File: src/rtl/uart_rx_sipo.sv
`default_nettype none
// ============================================================================
// Module   : uart_rx_sipo
// Purpose  : UART receive serial-in/parallel-out stage. Oversamples the
//            serial line and recovers frames made of a start bit (0),
//            DATA_BITS data bits (LSB first), an optional even-parity bit,
//            and one stop bit (1). The recovered byte is offered on a
//            valid/ready handshake. Framing, parity and overrun errors are
//            reported as one-clk pulses.
// Revision : 1.0 - initial release
// ----------------------------------------------------------------------------
// Parameters
//   OVERSAMPLE  baud_tick pulses per bit period (even, >= 4)
//   DATA_BITS   data bits per frame (5..8)
// Build option
//   UART_RX_PARITY_EN  when defined, a parity bit follows the data bits and
//                      the PARITY state is compiled in; otherwise parity_err
//                      is tied low.
// Ports
//   clk          system clock
//   rst          asynchronous, active-low reset
//   baud_tick    one-clk strobe at OVERSAMPLE x baud rate
//   rx_in        asynchronous serial line, idle high
//   data_out     received byte, stable while data_valid is high
//   data_valid   data_out holds an unconsumed byte
//   data_ready   consumer accepts data_out when data_valid is also high
//   frame_err    one-clk pulse: stop bit sampled low
//   parity_err   one-clk pulse: parity mismatch
//   overrun_err  one-clk pulse: good frame dropped, previous byte unconsumed
//   busy         high whenever the receiver is not idle
// ============================================================================
module uart_rx_sipo #(
    parameter int OVERSAMPLE = 16,
    parameter int DATA_BITS  = 8
) (
    input  logic                 clk,
    input  logic                 rst,
    input  logic                 baud_tick,
    input  logic                 rx_in,
    output logic [DATA_BITS-1:0] data_out,
    output logic                 data_valid,
    input  logic                 data_ready,
    output logic                 frame_err,
    output logic                 parity_err,
    output logic                 overrun_err,
    output logic                 busy
);

    localparam int TW = $clog2(OVERSAMPLE);
    localparam int BW = $clog2(DATA_BITS);

    localparam logic [TW-1:0] HALF_TICK = TW'(OVERSAMPLE / 2 - 1);
    localparam logic [TW-1:0] FULL_TICK = TW'(OVERSAMPLE - 1);
    localparam logic [BW-1:0] LAST_BIT  = BW'(DATA_BITS - 1);

    typedef enum logic [2:0] {
        IDLE   = 3'd0,
        START  = 3'd1,
        DATA   = 3'd2,
`ifdef UART_RX_PARITY_EN
        PARITY = 3'd3,
`endif
        STOP   = 3'd4,
        BREAK  = 3'd5
    } state_t;

    state_t                 state, state_n;
    logic [TW-1:0]          tick_cnt, tick_n;
    logic [BW-1:0]          bit_cnt, bit_n;
    logic [DATA_BITS-1:0]   shreg, shreg_n;
    logic [DATA_BITS-1:0]   data_out_n;
    logic                   data_valid_n;
    logic                   frame_err_n;
    logic                   overrun_err_n;
    logic                   frame_good;
    logic                   sync1;
    logic                   rxs;
    logic                   at_half;
    logic                   at_centre;

`ifdef UART_RX_PARITY_EN
    logic                   par_bad, par_bad_n;
    logic                   parity_err_n;
`endif

    // ------------------------------------------------------------------
    // Two-flop synchronizer; resets to the idle (high) line level so a
    // reset never looks like a start bit.
    // ------------------------------------------------------------------
    always_ff @(posedge clk or negedge rst) begin
        if (!rst) begin
            sync1 <= 1'b1;
            rxs   <= 1'b1;
        end else begin
            sync1 <= rx_in;
            rxs   <= sync1;
        end
    end

    // START samples half a bit in so every later sample lands mid-bit.
    assign at_half   = baud_tick && (tick_cnt == HALF_TICK);
    assign at_centre = baud_tick && (tick_cnt == FULL_TICK);

    // ------------------------------------------------------------------
    // Next-state, datapath and handshake logic
    // ------------------------------------------------------------------
    always_comb begin
        state_n       = state;
        tick_n        = tick_cnt;
        bit_n         = bit_cnt;
        shreg_n       = shreg;
        frame_good    = 1'b0;
        frame_err_n   = 1'b0;
        overrun_err_n = 1'b0;
        data_out_n    = data_out;
        data_valid_n  = data_valid;
`ifdef UART_RX_PARITY_EN
        par_bad_n     = par_bad;
        parity_err_n  = 1'b0;
`endif

        case (state)
            IDLE: begin
                if (!rxs) begin
                    state_n = START;
                    tick_n  = '0;
                end
            end

            START: begin
                if (at_half) begin
                    if (rxs) begin
                        // Line went back high before mid-start: a glitch.
                        state_n = IDLE;
                    end else begin
                        state_n = DATA;
                        tick_n  = '0;
                        bit_n   = '0;
`ifdef UART_RX_PARITY_EN
                        par_bad_n = 1'b0;
`endif
                    end
                end else if (baud_tick) begin
                    tick_n = tick_cnt + 1'b1;
                end
            end

            DATA: begin
                if (at_centre) begin
                    // LSB arrives first, so shift right and enter at MSB.
                    shreg_n = {rxs, shreg[DATA_BITS-1:1]};
                    tick_n  = '0;
                    if (bit_cnt == LAST_BIT) begin
`ifdef UART_RX_PARITY_EN
                        state_n = PARITY;
`else
                        state_n = STOP;
`endif
                    end else begin
                        bit_n = bit_cnt + 1'b1;
                    end
                end else if (baud_tick) begin
                    tick_n = tick_cnt + 1'b1;
                end
            end

`ifdef UART_RX_PARITY_EN
            PARITY: begin
                if (at_centre) begin
                    // Even parity: data bits plus parity bit XOR to zero.
                    par_bad_n = ^{shreg, rxs};
                    tick_n    = '0;
                    state_n   = STOP;
                end else if (baud_tick) begin
                    tick_n = tick_cnt + 1'b1;
                end
            end
`endif

            STOP: begin
                if (at_centre) begin
                    tick_n = '0;
                    if (!rxs) begin
                        frame_err_n = 1'b1;
                        state_n     = BREAK;
`ifdef UART_RX_PARITY_EN
                    end else if (par_bad) begin
                        parity_err_n = 1'b1;
                        state_n      = IDLE;
`endif
                    end else begin
                        frame_good = 1'b1;
                        state_n    = IDLE;
                    end
                end else if (baud_tick) begin
                    tick_n = tick_cnt + 1'b1;
                end
            end

            BREAK: begin
                // Hold off until the line is released so a long low
                // level is not taken as a new start bit.
                if (rxs) begin
                    state_n = IDLE;
                end
            end

            default: begin
                state_n = IDLE;
            end
        endcase

        // A consume on the same edge as a good frame frees the buffer, so
        // the new byte loads without an overrun.
        if (frame_good) begin
            if (!data_valid || data_ready) begin
                data_out_n   = shreg;
                data_valid_n = 1'b1;
            end else begin
                overrun_err_n = 1'b1;
            end
        end else if (data_valid && data_ready) begin
            data_valid_n = 1'b0;
        end
    end

    // ------------------------------------------------------------------
    // State and datapath registers
    // ------------------------------------------------------------------
    always_ff @(posedge clk or negedge rst) begin
        if (!rst) begin
            state       <= IDLE;
            tick_cnt    <= '0;
            bit_cnt     <= '0;
            shreg       <= '0;
            data_out    <= '0;
            data_valid  <= 1'b0;
            frame_err   <= 1'b0;
            overrun_err <= 1'b0;
        end else begin
            state       <= state_n;
            tick_cnt    <= tick_n;
            bit_cnt     <= bit_n;
            shreg       <= shreg_n;
            data_out    <= data_out_n;
            data_valid  <= data_valid_n;
            frame_err   <= frame_err_n;
            overrun_err <= overrun_err_n;
        end
    end

`ifdef UART_RX_PARITY_EN
    always_ff @(posedge clk or negedge rst) begin
        if (!rst) begin
            par_bad    <= 1'b0;
            parity_err <= 1'b0;
        end else begin
            par_bad    <= par_bad_n;
            parity_err <= parity_err_n;
        end
    end
`else
    assign parity_err = 1'b0;
`endif

    assign busy = (state != IDLE);

endmodule
`default_nettype wire

File: config.mk
export PLATFORM = sky130hd
export DESIGN_NAME = uart_rx_sipo
export DESIGN_NICKNAME = d
export VERILOG_FILES = /design/src/rtl/uart_rx_sipo.sv
export SDC_FILE = /design/constraint.sdc
export NUM_CORES = 1
export LEC_CHECK = 0
export BUFFER_PORTS_ARGS = -buffer_cell sky130_fd_sc_hd__buf_4
export CAP_MARGIN = 10
export CELL_PAD_IN_SITES_DETAIL_PLACEMENT = 1
export CELL_PAD_IN_SITES_GLOBAL_PLACEMENT = 1
export CORE_ASPECT_RATIO = 1.5
export CORE_UTILIZATION = 30
export CTS_CLUSTER_DIAMETER = 100
export DETAILED_ROUTE_END_ITERATION = 6
export PLACE_DENSITY_LB_ADDON = 0.1
export REMOVE_ABC_BUFFERS = 1
export SLEW_MARGIN = 20
export SYNTH_ARGS = -nofsm -noshare
export SYNTH_HDL_FRONTEND = slang
export SYNTH_SLANG_ARGS = --single-unit
File: constraint.sdc
create_clock -name clk -period 3.1 [get_ports clk]
set_clock_uncertainty 0.15 [all_clocks]
set_input_delay 0.155 -clock clk [delete_from_list [all_inputs] [get_ports clk]]
set_output_delay 0.155 -clock clk [all_outputs]
set_load 0.02 [all_outputs]
==> results of run 1 <==
path summary, 6_finish.rpt:
kind | endpoint | slack, ns | cells after the start
worst max-delay path | shreg[5]$_DFFE_PN0P_ | 0.98 | 4
worst min-delay path | overrun_err$_DFF_PN0_ | 0.07 | 3
worst max register to register | shreg[5]$_DFFE_PN0P_ | 0.98 | 4
worst min register to register | rxs$_DFF_PN1_ | 0.21 | 0
max in group asynchronous | sync1$_DFF_PN1_ | 2.28 | 2
min in group asynchronous | data_out[7]$_DFFE_PN0P_ | 0.20 | 2
per-stage QoR:
step            util  power, uW  hold WS [ns]  cell area (um^2)
4_1_cts        0.376       1110        0.0604              1850
6_report       0.376       1090        0.0703              1850
5_1_grt        0.376       1160        0.0735              1850
3_5_place_dp   0.348        692       -0.0312              1720
2_1_floorplan      -        626        -0.291              1510
3_3_place_gp   0.348        683       -0.0337              1720
sequential cells by signal (all words and copies together), names as in the netlist, 3 cells and up:
name and flops:
state 3, tick_cnt 4, shreg 8, bit_cnt 3
data_out 8
kinds of logic (layout without fill, tap and decap cells):
family,Yosys count,after routing,share of synthesized area
flip-flops,31,31,0.498
buffers and inverters,11,29,0.0377
other,1,1,0.00240
multiplexers,17,17,0.141
XOR/XNOR,2,2,0.0112
AND/OR/NAND/NOR,44,44,0.177
AO/OA/AOI/OAI,24,24,0.108
adder cells (fa/ha/maj),3,3,0.0240
worst register-to-register path, cell delays in order, from the launching register on:
cell and delay, ns:
dfrtp_1 0.41, ha_1 0.33, and4_4 0.28, nand3_1 0.36
mux2_1 0.47
area by class of cell:
cell class	instances	area share
tap	66	0.0445
timing repair buffer	18	0.0756
sequential	31	0.420
clock inverter	2	0.0189
inverter	3	0.00607
multi-input combinational	91	0.391
clock buffer	6	0.0445
power groups by stage:
stage	clock, uW	combinational, uW	sequential [uW]
2_1_floorplan	0	138	487
3_3_place_gp	0	179	504
3_5_place_dp	0	186	506
4_1_cts	422	189	498
5_1_grt	445	209	507
6_report	405	185	499
per-layer routing:
layer  up-vias  part of all wire
li1        505                 -
met1       546              0.42
met2        14              0.54
met3         6             0.025
met4         0             0.021
met5         -                 0
synthesized netlist by cell type (2+ instances only):
cell and number:
dfrtp_1 29, nand2_1 12, nor2_1 9, mux2_4 8
mux2_1 7, o21ai_0 6, buf_2 5, a21oi_1 4
ha_1 3, inv_1 3, a22o_1 2, and3_1 2
buf_4 2, dfstp_2 2, nand2b_1 2, nand3b_1 2
nand4_1 2, nor3_1 2, o21ai_1 2
timing repair:
| action | CTS | global route |
|---|---|---|
| hold endpoints to repair | 32 | 0 |
| buffers inserted | 0 | 0 |
| hold buffers | 2 | 0 |
==> out/metrics.cfg, run 1 <==
[power]
power.switching_uw=304
power_frac_clock=0.372
pwr-share-seq=0.458
p_sw_frac=0.280
power.density_nw_per_um2=587
p_leak_uw=0.000920
max-vdd-ir-drop_v=0.000239
combinationalPowerShare=0.170
p_int_uw=784

[grt]
grtUsageMet2=0.228
grt_pass1_vias=1126
met3_usage=0.0344
busiest_layer=met2
grt_max_degree=32
track_usage=0.137
overflow=0
grt_pass1_wl_um=5560
antenna_found_initial=0
grt_use_met1=0.159

[place]
gp_congestion=0.688
dp_hpwl_um=2280
dp_cells=207
io_buffers=16
place_ws_ns=0.951

[worst_hold_path]
hp-start=data_ready
worstHoldPathType=in2reg

[setup_path]
crit_fanout=11
cp.arrival_ns=2.12
worstSetupStartpoint=tick_cnt[0]$_DFFE_PN0P_
cpPeakStageDelay_ns=0.47
crit_required_ns=3.11
critPathLaunchType=register
path_class=reg2reg
cp_top_family=simple AND/OR/NAND/NOR gates
cp_slowest_cell=mux2_1
worstReg2RegStart=tick_cnt[0]$_DFFE_PN0P_
path_buf_inv=0
crit_chain=ha_1 > and4_4 > nand3_1 > mux2_1
end_kind=register

[cells_and_area]
fin_cells=217
final_cell_mix=dfrtp_1 (29), buf_4 (16), nand2_1 (12)
fillers=550
final_common_cell=dfrtp_1
register_area_um2=778
nNetsFinal=158
multiInputGateArea_um2=724
area_growth_pct=18.8
diodes=0
drive_above_1_share=0.285

[clocking]
htree_levels=2
clk_path_buf_depth=2
cts_made_buffers=5
clkLatencyLatePin_ns=0.27
clkTransAtPathRegs_ns=0.06
clock-root-buffer=clkbuf_8
cts_tree=yes
ctsResizeCount=0
cts.sinks=31

[die]
rows=31
start_util=0.317
dieWidth_um=60.9
die_h_um=90.4
die_area_um2=5500
ios=18
core_area_um2=4930

[sta]
tightest_slew_ns=0.572
fin_crit_ns=2.12
grt_setup_unrepaired=false
hold_viol_final=0
fmax_mhz=472
slew_headroom=0.619
setup_viol=0
timing.final.ws_setup_ns=0.983
drv_slew=0
fin_setup_tns_ns=0
period_share=0.683

[route]
routed_wl_um=3220
vias_per_cell=4.94
ant_nets=0
route.detailed.drc=0
first_iter_violations=25
drt_first_pass_iters=4
vias=1071
routedWlPerCell_um=14.9

[logic_synthesis]
yosys_warnings=0
synth_top_cell_area_share=0.465
ys_seq_area_frac=0.498
async_flop_share=1.00
syn_inst=133
synthTopCellsByArea=dfrtp_1 (46%), mux2_4 (7.7%), mux2_1 (5.0%), dfstp_2 (3.4%), nand2_1 (2.9%)
ys_types=48
yosys.area.top_type=dfrtp_1
ys_ff_latch=31
syn_avg_cell_area_um2=11.7
syn_area_um2=1560
synth_ff_type=dfrtp_1
synth_edf_count=0

[run_status]
status=finished clean

[run]
max-cap-violations=0

Power figures use the tool's default switching activity.
==> run 2: changes to the inputs <==
Settings changed: ABC_AREA set to 1.
Clock period 3.1 ns to 1.9 ns, I/O delays scaled along.
==> out/metrics.cfg, run 2 <==
[clocking]
cts.sinks=31
cts_hold_buf=3
ctsResizeCount=0
clk_path_buf_depth=2
clock-root-buffer=clkbuf_8
clkTransAtPathRegs_ns=0.07
htree_levels=2
cts_tree=yes
cts_made_buffers=5
cts_setup_buffers=0
clkLatencyLatePin_ns=0.28

[cells_and_area]
fillers=616
multiInputGateArea_um2=632
final_cell_mix=nand2_1 (66), dfrtp_1 (29), inv_1 (21)
nNetsFinal=213
final_common_cell=nand2_1
diodes=0
largestRegisters=data_out (8), shreg (8), tick_cnt (4)
area_growth_pct=21.1
register_area_um2=778
drive_above_1_share=0.248

[logic_synthesis]
synth_common_cells=nand2_1 (66), dfrtp_1 (29), inv_1 (21)
synth_edf_count=0
syn_area_um2=1540
syn_avg_cell_area_um2=8.58
yosys_warnings=0
synthTopCellsByArea=dfrtp_1 (47%), nand2_1 (16%), o21ai_2 (8.5%), inv_1 (5.1%), nand3_1 (3.6%)
ys_ff_latch=31
yosysMostFrequentCell=nand2_1
synth_ff_type=dfrtp_1
ys_types=26
async_flop_share=1.00
synth_top_cell_area_share=0.470
syn_inst=180
ys_seq_area_frac=0.504
yosys.area.top_type=dfrtp_1

[grt]
grt_max_degree=32
overflow=0
grt_pass1_wl_um=5820
track_usage=0.144
grt_pass1_vias=1286
antenna_found_initial=0

[run]
max-cap-violations=0

[route]
ant_nets=0
routed_wl_um=3450
vias_per_cell=4.54
drt_first_pass_iters=2
first_iter_violations=16
vias=1234
routedWlPerCell_um=12.7
route.detailed.drc=0

[setup_path]
rrSetupSlack_ns=0.19
crit_required_ns=1.92
worstReg2RegStart=state[1]$_DFFE_PN0P_
rr_worst_depth=8
end_kind=register
r2r_end=state[2]$_DFFE_PN0P_
crit_fanout=6
critPathLaunchType=register
path_class=reg2reg
cp.arrival_ns=1.73

[sta]
fmax_mhz=584
hold_ws_ns=0.0320
period_share=0.902
setup_viol=0
hold_viol_final=0
fin_crit_ns=1.71
drv_slew=0
grt_setup_unrepaired=false
fin_setup_tns_ns=0

[worst_hold_path]
worstHoldPathType=in2reg
min_to=tick_cnt[0]$_DFFE_PN0P_
hold_depth=4
hp-start=baud_tick

[place]
dp_hpwl_um=2690
gp_congestion=0.788
io_buffers=16

[die]
ios=18
start_util=0.316
dieWidth_um=60.6
die_h_um=89.9
die_area_um2=5440
rows=31
core_area_um2=4890

[power]
p_leak_uw=0.000958
totalPowerFinal_uw=2240
power.density_nw_per_um2=1200
max-vdd-ir-drop_v=0.000539

[run_status]
status=finished clean

[run 2: cell types whose count changed in the layout (fill, tap and decap cells not counted), sizes merged, moves of 3 or more]
cell / delta
o21ai: +11
nand2: +57
a21oi: -3
buf: +4
mux2: -16
nand3: +9
inv: +18
[run 2: layout make-up]
class	count	area share
Clock buffer	6	0.0442
Clock inverter	2	0.0187
Inverter	21	0.0422
Multi-Input combinational cell	123	0.338
Sequential cell	31	0.416
Tap cell	66	0.0442
Timing Repair Buffer	23	0.0964
[run 2: cells by family after synthesis]
| family | synth area share |
|---|---|
| AO/OA/AOI/OAI | 0.106 |
| XOR/XNOR | 0.00567 |
| adder cells (fa/ha/maj) | 0.0243 |
| buffers and inverters | 0.0867 |
| flip-flops | 0.504 |
| other | 0.00243 |
| AND/OR/NAND/NOR | 0.271 |
[run 2: critical path, stage by stage (launching register included)]
cell	delay, ns
dfrtp_1	0.44
nor2_1	0.19
nand2_1	0.16
nand2_1	0.17
nand2_1	0.07
nand2_1	0.19
nor2_1	0.10
nand2_1	0.08
nand2_1	0.05
[run 2: worst max path at each step]
stage                            startpoint  slack, ns                endpoint
floorplan           tick_cnt[0]$_DFFE_PN0P_       0.16  bit_cnt[0]$_DFFE_PN0P_
global placement       state[1]$_DFFE_PN0P_       0.20    state[1]$_DFFE_PN0P_
detailed placement     state[1]$_DFFE_PN0P_       0.17    state[2]$_DFFE_PN0P_
CTS                    state[1]$_DFFE_PN0P_       0.15    state[2]$_DFFE_PN0P_
global route        tick_cnt[1]$_DFFE_PN0P_    0.00006    state[2]$_DFFE_PN0P_
finish                 state[1]$_DFFE_PN0P_       0.19    state[2]$_DFFE_PN0P_
[run 2: power by group]
group          leakage, uW  switching (uW)  internal, uW  total, uW
registers         0.000419            94.6           736        830
logic             0.000478             497           245        742
clock network    0.0000612             243           424        667
[run 2: per-layer routing]
layer / vias up / GRT usage / wire, um
met2: 19 / 0.256 / 1950
met4: 0 / 0.0682 / 77
li1: 608 / - / -
met1: 600 / 0.148 / 1310
met3: 7 / 0.0360 / 104
met5: - / 0 / 0
[run 2: stage by stage]
step	setup slack (ns)	cell area, um^2	util	instances
floorplan	0.157	1490	-	175
global placement	0.197	1720	0.352	261
detailed placement	0.172	1720	0.352	261
CTS	0.154	1870	0.382	272
global route	0.0000633	1870	0.382	272
finish	0.187	1870	0.382	272
==> run 3: changes to the inputs <==
Settings changed: CTS_BUF_LIST set to sky130_fd_sc_hd__clkbuf_2.
==> out/metrics.cfg, run 3 (synthesis gave the netlist of run 2 again) <==
[cells_and_area]
fillers=620
largestRegisters=data_out (8), shreg (8), tick_cnt (4)
drive_above_1_share=0.260
fin_area_um2=1850
final_util=0.379
multiInputGateArea_um2=648
final_common_cell=nand2_1
final_cell_mix=nand2_1 (66), dfrtp_1 (29), inv_1 (21)
fin_cells=274
area_growth_pct=19.9
nNetsFinal=215
register_area_um2=778
diodes=0

[place]
io_buffers=16
dp_cells=261
dpl-instance-area_um2=1720
dp_hpwl_um=2690
gp_congestion=0.788

[route]
first_iter_violations=10
route.detailed.drc=0
vias=1244
drt_first_pass_iters=2
routedWlPerCell_um=12.7
routed_wl_um=3480
vias_per_cell=4.54
ant_nets=0

[clocking]
cts_made_buffers=5
htree_levels=2
clk_path_buf_depth=2
clkLatencyLatePin_ns=0.37
cts_setup_buffers=0
cts.sinks=31
cts_tree=yes
clkTransAtPathRegs_ns=0.17
clock-root-buffer=clkbuf_2

[die]
die_area_um2=5440
start_util=0.316
rows=31
die_h_um=89.9
core_area_um2=4890
ios=18
dieWidth_um=60.6

[run_status]
status=finished clean

[sta]
setup_viol=0
hold_viol_final=0
fin_crit_ns=1.78
hold_ws_ns=0.0338
drv_slew=0
fmax_mhz=561
period_share=0.938

[setup_path]
cp_slowest_cell=dfstp_2
crit_required_ns=2.07
cp_top_family=flip-flops
crit_chain=nand2_1 > nor4_2 > dlygate4sd3_1
critPathLaunchType=register
cp.arrival_ns=1.96
cpPeakStageDelay_ns=0.61
path_buf_inv=1
end_kind=register
rrSetupSlack_ns=0.12
crit_fanout=5
path_class=reg2reg

[grt]
antenna_found_initial=0
grt_pass1_vias=1305
grt_max_degree=32
grtUsageMet2=0.258
overflow=0
met3_usage=0.0360
busiest_layer=met2
track_usage=0.145
grt_use_met1=0.150
grt_pass1_wl_um=5880

[power]
totalPowerFinal_uw=2040
p_leak_uw=0.000946
max-vdd-ir-drop_v=0.000573
power.density_nw_per_um2=1100

[run]
max-cap-violations=0

[worst_hold_path]
worstHoldPathType=in2async

run 3: cell count changes in the layout (fill, tap and decap cells not counted):
| cell | change |
|---|---|
| clkbuf_2 | +5 |
| clkbuf_8 | -6 |
| nor2_1 | -1 |
| nor2_2 | +1 |
| nor4_2 | +1 |
| dlygate4sd3_1 | +2 |
| nand3_2 | +1 |
| nor4_1 | -1 |
| clkinv_1 | +1 |
| nand3_1 | -1 |
| ha_1 | -1 |
| ha_2 | +1 |
run 3: what timing repair did:
| action | 4_1_cts | 5_1_grt |
|---|---|---|
| endpoints found under the setup margin | 0 | 4 |
| resized for setup | 0 | 4 |
| hold buffers | 5 | 0 |
| endpoints found under the hold margin | 39 | 0 |
run 3: metrics by stage:
step	worst slack [ns]	setup TNS, ns
global placement	0.197	0
finish	0.118	0
global route	-0.0208	-0.0208
CTS	0.0717	0
detailed placement	0.172	0
floorplan	0.157	0
run 3: worst paths after layout:
path | endpoint | depth (start not counted) | from
worst max-delay path | overrun_err$_DFF_PN0_ | 3 | rxs$_DFF_PN1_
worst min-delay path | data_out[0]$_DFFE_PN0P_ | 2 | rst
worst max register to register | overrun_err$_DFF_PN0_ | 3 | rxs$_DFF_PN1_
worst min register to register | rxs$_DFF_PN1_ | 0 | sync1$_DFF_PN1_
max in group asynchronous | sync1$_DFF_PN1_ | 2 | rst
min in group clk | sync1$_DFF_PN1_ | 2 | rx_in
run 3: layer usage:
metal / share of wire / up-vias
met2: 0.57 / 18
met1: 0.38 / 605
met5: 0 / -
met4: 0.023 / 0
li1: - / 612
met3: 0.028 / 9
run 3: final cells by class:
| class | count | area share |
|---|---|---|
| Sequential cell | 31 | 0.420 |
| Timing Repair Buffer | 25 | 0.108 |
| Multi-Input combinational cell | 123 | 0.350 |
| Inverter | 21 | 0.0426 |
| Clock buffer | 5 | 0.0135 |
| Clock inverter | 3 | 0.0209 |
| Tap cell | 66 | 0.0446 |
run 3: report_power, final:
part / internal (uW) / switching, uW
clock: 217 / 234
sequential: 735 / 96.6
combinational: 252 / 509
total: 1200 / 839
